**src/rtl/if_id_hazard_stage.sv**
```systemverilog
// IF/ID pipeline register with load-use stall and redirect flush control.
// All state updates on the falling clock edge, aligned with the pipeline registers.
module if_id_hazard_stage #(
    parameter int NBits     = 32,
    parameter int CountBits = 16
) (
    input  logic             clk,
    input  logic             reset,
    input  logic [NBits-1:0] in_PC_4,
    input  logic [NBits-1:0] in_Instruction,
    input  logic             in_EX_CtrlMemRead,
    input  logic [4:0]       in_EX_WriteRegister,
    input  logic             in_BranchTaken,
    input  logic             in_JumpTaken,
    output logic [NBits-1:0] out_PC_4,
    output logic [NBits-1:0] out_Instruction,
    output logic             out_PCWrite,
    output logic             out_IDEX_Flush,
    output logic             out_Stalled,
    output logic [15:0]      out_StallCount,
    output logic [15:0]      out_FlushCount,
    output logic [1:0]       out_State
);

    typedef enum logic [1:0] {
        RUN   = 2'd0,
        STALL = 2'd1,
        FLUSH = 2'd2
    } state_t;

    typedef enum logic [1:0] {
        LD_HOLD = 2'd0,
        LD_IN   = 2'd1,
        LD_NOP  = 2'd2
    } load_t;

    localparam logic [CountBits-1:0] CountMax = {CountBits{1'b1}};

    state_t               state_q;
    state_t               state_d;
    load_t                load_sel;
    logic [NBits-1:0]     pc_4_q;
    logic [NBits-1:0]     instr_q;
    logic [CountBits-1:0] stall_cnt_q;
    logic [CountBits-1:0] flush_cnt_q;
    logic [4:0]           rs;
    logic [4:0]           rt;
    logic                 hazard;
    logic                 redirect;
    logic                 pc_write;
    logic                 idex_flush;
    logic                 stall_inc;
    logic                 flush_inc;

    assign rs       = instr_q[25:21];
    assign rt       = instr_q[20:16];
    assign hazard   = in_EX_CtrlMemRead && (in_EX_WriteRegister != 5'd0) &&
                      ((in_EX_WriteRegister == rs) || (in_EX_WriteRegister == rt));
    assign redirect = in_BranchTaken || in_JumpTaken;

    // Redirect beats hazard in every state; a stall never chains into another stall.
    always_comb begin
        pc_write   = 1'b0;
        idex_flush = 1'b1;
        load_sel   = LD_HOLD;
        state_d    = RUN;
        if (!reset) begin
            pc_write   = 1'b0;
            idex_flush = 1'b1;
            load_sel   = LD_NOP;
            state_d    = RUN;
        end else if (redirect) begin
            pc_write   = 1'b1;
            idex_flush = 1'b1;
            load_sel   = LD_NOP;
            state_d    = FLUSH;
        end else if (state_q == STALL) begin
            pc_write   = 1'b1;
            idex_flush = 1'b0;
            load_sel   = LD_IN;
            state_d    = RUN;
        end else if (hazard) begin
            pc_write   = 1'b0;
            idex_flush = 1'b1;
            load_sel   = LD_HOLD;
            state_d    = STALL;
        end else begin
            pc_write   = 1'b1;
            idex_flush = 1'b0;
            load_sel   = LD_IN;
            state_d    = RUN;
        end
    end

    assign stall_inc = reset && (state_q != STALL) && (state_d == STALL);
    assign flush_inc = reset && redirect;

    always_ff @(negedge clk) begin
        if (!reset) begin
            state_q     <= RUN;
            pc_4_q      <= '0;
            instr_q     <= '0;
            stall_cnt_q <= '0;
            flush_cnt_q <= '0;
        end else begin
            state_q <= state_d;
            case (load_sel)
                LD_IN: begin
                    pc_4_q  <= in_PC_4;
                    instr_q <= in_Instruction;
                end
                LD_NOP: begin
                    pc_4_q  <= '0;
                    instr_q <= '0;
                end
                default: begin
                    pc_4_q  <= pc_4_q;
                    instr_q <= instr_q;
                end
            endcase
            if (stall_inc && (stall_cnt_q != CountMax)) begin
                stall_cnt_q <= stall_cnt_q + 1'b1;
            end
            if (flush_inc && (flush_cnt_q != CountMax)) begin
                flush_cnt_q <= flush_cnt_q + 1'b1;
            end
        end
    end

    assign out_PC_4        = pc_4_q;
    assign out_Instruction = instr_q;
    assign out_PCWrite     = pc_write;
    assign out_IDEX_Flush  = idex_flush;
    assign out_Stalled     = reset && (state_q == STALL);
    assign out_StallCount  = 16'(stall_cnt_q);
    assign out_FlushCount  = 16'(flush_cnt_q);
    assign out_State       = state_q;

endmodule

```
**config.mk**
```make
export PLATFORM = sky130hd
export DESIGN_NAME = if_id_hazard_stage
export DESIGN_NICKNAME = d
export VERILOG_FILES = /design/src/rtl/if_id_hazard_stage.sv
export SDC_FILE = /design/constraint.sdc
export NUM_CORES = 1
export LEC_CHECK = 0
export BUFFER_PORTS_ARGS = -buffer_cell sky130_fd_sc_hd__buf_2
export CORE_ASPECT_RATIO = 1.4
export CORE_UTILIZATION = 51
export DETAILED_ROUTE_END_ITERATION = 10
export PLACE_DENSITY = 0.82
export SLEW_MARGIN = 15
export SYNTH_ARGS = -nofsm -noshare
export SYNTH_HDL_FRONTEND = slang
export SYNTH_SLANG_ARGS = --single-unit
```
**constraint.sdc**
```tcl
create_clock -name clk -period 7.3 [get_ports clk]
set_input_delay 0.73 -clock clk [delete_from_list [all_inputs] [get_ports clk]]
set_output_delay 0.73 -clock clk [all_outputs]
set_load 0.1 [all_outputs]
```
### Yosys cells after proc, flatten, opt, wreduce, memory -nomap -nowiden

Index checks and enable logic that the tools add are counted.

* bits of input ports: 74
* output and inout port bits: 101
* register bits after elaboration: 98
* word-level logic and storage cells: 46

* eq/ne operators: 9
* mux-type cells: 18
* reductions and logical operators: 12
* add/subtract/negate cells: 2

Operators with widths (number)
* one-hot mux 32 bit (2 select lines): 2
* adder 16 x 1 -> 16 bit (second input constant): 2
* inequality test 16 bit (second input constant): 2
* two-way mux 1 bit: 12
* == test 5 bit: 2
* logical AND 1 bit: 8
* two-way mux 2 bit: 4
* == test 2 x 1 -> 1 bit (second input constant): 3
* nonzero test 5 bit: 1
* == test 2 bit (second input constant): 1
* logical OR 1 bit: 2
* inequality test 2 x 1 -> 1 bit (second input constant): 1
* nonzero test 2 bit: 1

### Logic depth before layout (Yosys ltp)

* depth in word-level cells: 10
* depth in mapped cells: 10
* mapped depth without buffers: 9

==> metrics.txt <==
# TYPE chip_impl_metric gauge
chip_impl_metric{name="vdd.ir_drop.worst",unit="V"} 0.000171
chip_impl_info{name="holdCritPathClass",value="reg2reg"} 1
chip_impl_metric{name="gpl.final_weighted_congestion",unit=""} 0.829
chip_impl_metric{name="wirelength",unit="mm"} 10.7
chip_impl_metric{name="synthToLayoutAreaGrowth",unit="%"} 37.1
chip_impl_metric{name="cts-root-to-sink-buffers",unit=""} 2
chip_impl_metric{name="total_leakage_power",unit="nW"} 2.76
chip_impl_metric{name="slew_viol_final",unit=""} 0
chip_impl_metric{name="floorplan.rows",unit=""} 37
chip_impl_info{name="worstSetupEndpointType",value="flip-flop"} 1
chip_impl_info{name="startpoint_class_of_the_critical_path",value="input pin"} 1
chip_impl_metric{name="grt_remaining_overflow",unit=""} 0
chip_impl_metric{name="cts.hold.buffers_added",unit=""} 0
chip_impl_metric{name="fraction_of_layout_cells_with_a_size_suffix_above_1",unit=""} 0.298
chip_impl_metric{name="finClkSkew",unit="ns"} 0.0296
chip_impl_metric{name="yosysTopAreaCellShare",unit=""} 0.493
chip_impl_metric{name="synth-warning-count",unit=""} 0
chip_impl_metric{name="placed_area",unit="µm²"} 4900
chip_impl_metric{name="relSlewSlack",unit=""} 0.433
chip_impl_metric{name="fp.coreArea",unit="µm²"} 7450
chip_impl_info{name="clock_tree.root_cell",value="sky130_fd_sc_hd__clkbuf_8"} 1
chip_impl_metric{name="finalHoldViolCount",unit=""} 0
chip_impl_metric{name="stdcell_count",unit=""} 796
chip_impl_metric{name="register_clock_pin_slew_on_the_reported_worst_setup_and_hold_paths",unit="ns"} 0.06
chip_impl_metric{name="cts.htree.levels",unit=""} 3
chip_impl_metric{name="grt.total_usage",unit=""} 0.264
chip_impl_metric{name="route.detailed.wl_per_inst",unit="µm"} 13.4
chip_impl_metric{name="post_synth.cell_area_avg",unit="µm²"} 9.15
chip_impl_info{name="rsz0062_at_grt",value="false"} 1
chip_impl_metric{name="grt_first_pass_wirelength",unit="mm"} 17.4
chip_impl_metric{name="cap_violations",unit=""} 0
chip_impl_metric{name="place.detailed.hpwl",unit="mm"} 7.16
chip_impl_metric{name="critical_path.max_fanout",unit=""} 63
chip_impl_metric{name="die_height",unit="µm"} 107
chip_impl_metric{name="crit_arrival",unit="ns"} 3.14
chip_impl_metric{name="avgViaCountPerCell",unit=""} 5.35
chip_impl_metric{name="floorplan.io_pins",unit=""} 175
chip_impl_metric{name="final.setup.worst_slack",unit="ns"} 0.864
chip_impl_metric{name="cts_repair_resize_count",unit=""} 0
chip_impl_info{name="critical_path_class",value="in2reg"} 1
chip_impl_metric{name="drc_errors",unit=""} 0
chip_impl_info{name="synth_area_leader_cell",value="sky130_fd_sc_hd__dfxtp_1"} 1
chip_impl_metric{name="die_area",unit="µm²"} 8160
chip_impl_metric{name="numCtsBuffers",unit=""} 9
chip_impl_metric{name="clock_sink_count",unit=""} 98
chip_impl_metric{name="clock_latency",unit="ns"} 0.43
chip_impl_info{name="most_common_cell_in_the_netlist",value="sky130_fd_sc_hd__dfxtp_1"} 1
chip_impl_info{name="synth_common_cells",value="sky130_fd_sc_hd__dfxtp_1 (98), sky130_fd_sc_hd__nor2_1 (80), sky130_fd_sc_hd__a22oi_1 (63), sky130_fd_sc_hd__nand2_1 (28), sky130_fd_sc_hd__clkbuf_1 (24)"} 1
chip_impl_metric{name="yosys_register_bits",unit=""} 98
chip_impl_metric{name="detailedRoute.firstIterationViolations",unit=""} 274
chip_impl_metric{name="dp_cells",unit=""} 683
chip_impl_metric{name="post-route-util",unit=""} 0.732
chip_impl_metric{name="synth_cell_type_count",unit=""} 42
chip_impl_metric{name="synth_seq_area_share",unit=""} 0.493
chip_impl_metric{name="synth.net_count",unit=""} 512
chip_impl_metric{name="synth_edf_count",unit=""} 0
chip_impl_metric{name="detail_route.first_pass.iterations",unit=""} 5
chip_impl_metric{name="setup_viol",unit=""} 0
chip_impl_info{name="cts_tree",value="done"} 1
chip_impl_metric{name="post_synth_instance_area",unit="µm²"} 3980
chip_impl_metric{name="post_synth_inst_count",unit=""} 435
chip_impl_info{name="synth_ff_type",value="sky130_fd_sc_hd__dfxtp_1"} 1
chip_impl_metric{name="grt_antenna_before_repair",unit=""} 1
chip_impl_metric{name="number_of_nets_with_antenna_violations_after_routing",unit=""} 0
chip_impl_metric{name="worst_hold_check_slack",unit="ns"} 0.508
chip_impl_metric{name="die_w",unit="µm"} 76.7
chip_impl_metric{name="power.density",unit="nW/µm²"} 245
chip_impl_metric{name="setup_tns",unit="ns"} 0
chip_impl_metric{name="vias_in_the_first_global_route",unit=""} 4237
chip_impl_metric{name="worstMarginPinSlew",unit="ns"} 0.851
chip_impl_metric{name="dr_total_vias",unit=""} 4260
chip_impl_metric{name="cell_area_after_layout",unit="µm²"} 5460
chip_impl_metric{name="power",unit="mW"} 1.34
chip_impl_metric{name="worst_ep_required_time",unit="ns"} 4.01
chip_impl_metric{name="cts_setup_buffers",unit=""} 0
chip_impl_metric{name="final_nets",unit=""} 771
chip_impl_info{name="outcome",value="complete, no violations"} 1
chip_impl_info{name="synth_area_leaders",value="sky130_fd_sc_hd__dfxtp_1 (49%), sky130_fd_sc_hd__a22oi_1 (12%), sky130_fd_sc_hd__nor2_1 (7.5%)"} 1
chip_impl_metric{name="antennaDiodeCount",unit=""} 0
chip_impl_metric{name="initial_utilization",unit=""} 0.534
chip_impl_metric{name="buffer_ports.inserted",unit=""} 174
chip_impl_metric{name="largest_net_degree_at_the_start_of_global_routing",unit=""} 86
chip_impl_metric{name="asr_flop_ratio_synth",unit=""} 0
chip_impl_metric{name="dpl_worst_slack",unit="ns"} 0.480
==> layout by cell type (no fill, tap or decap), drive strengths merged, types with 9 or more instances in the layout <==
master | Yosys | final
nor2 | 80 | 80
inv | 7 | 109
nand3 | 16 | 16
nand2 | 28 | 28
clkbuf | 24 | 9
mux2i | 11 | 11
xnor2 | 19 | 19
buf | 3 | 178
a22oi | 63 | 63
dfxtp | 98 | 98
a21oi | 11 | 11
==> sequential cells by signal, indices dropped and copies added, names as in the netlist <==
register	count
out_StallCount	16
out_State	2
out_FlushCount	16
out_Instruction	32
out_PC_4	32
==> kinds of logic (layout without fill, tap and decap cells) <==
group	Yosys count	in the layout	synth area share
buffers and inverters	34	298	0.0365
adders and majority gates	3	3	0.00943
and+or+nand+nor	176	176	0.221
xor gates and xnor gates	19	19	0.0418
DFF	98	98	0.493
AOI/OAI and AO/OA	94	94	0.171
muxes	11	11	0.0277
==> report_power, final <==
part / internal [mW] / leakage [nW] / switching (mW) / total [mW]
logic: 0.0455 / 1.34 / 0.165 / 0.211
clock network: 0.228 / 0.624 / 0.334 / 0.562
registers: 0.553 / 0.794 / 0.00995 / 0.563
==> routing by layer <==
layer / GRT usage / wire, µm / vias up
li1: - / - / 2086
met1: 0.274 / 4300 / 1980
met2: 0.438 / 5350 / 167
met3: 0.120 / 795 / 25
met4: 0.152 / 242 / 2
met5: 0 / 8 / -
==> area by class of cell <==
type / count / area [µm²]
fill: 571 / 2000
sequential: 98 / 1960
inverter: 6 / 22.5
tap: 97 / 121
clock inverter: 105 / 432
timing repair buffer: 178 / 901
multi-input combinational: 303 / 1890
clock buffer: 9 / 124
==> final timing paths <==
path | start | to | slack, ns | cells past startpoint
hold reg to reg | out_Instruction[5]$_SDFFE_NN0P_ | out_Instruction[5]$_SDFFE_NN0P_ | 0.51 | 2
setup / recovery | in_EX_WriteRegister[1] | out_Instruction[28]$_SDFFE_NN0P_ | 0.86 | 10
hold / removal | out_Instruction[5]$_SDFFE_NN0P_ | out_Instruction[5]$_SDFFE_NN0P_ | 0.51 | 2
setup reg to reg | out_Instruction[20]$_SDFFE_NN0P_ | out_Instruction[28]$_SDFFE_NN0P_ | 4.86 | 10
==> critical path, stage by stage <==
cell	delay [ns]
sky130_fd_sc_hd__buf_2	0.12
sky130_fd_sc_hd__or4_4	0.54
sky130_fd_sc_hd__o221a_4	0.30
sky130_fd_sc_hd__nand2_1	0.08
sky130_fd_sc_hd__nand2_1	0.07
sky130_fd_sc_hd__ha_2	0.35
sky130_fd_sc_hd__nor2_4	0.10
sky130_fd_sc_hd__buf_4	0.50
sky130_fd_sc_hd__a22oi_1	0.17
sky130_fd_sc_hd__nor2_1	0.15
Note: power is estimated with default switching activity, not from simulation.
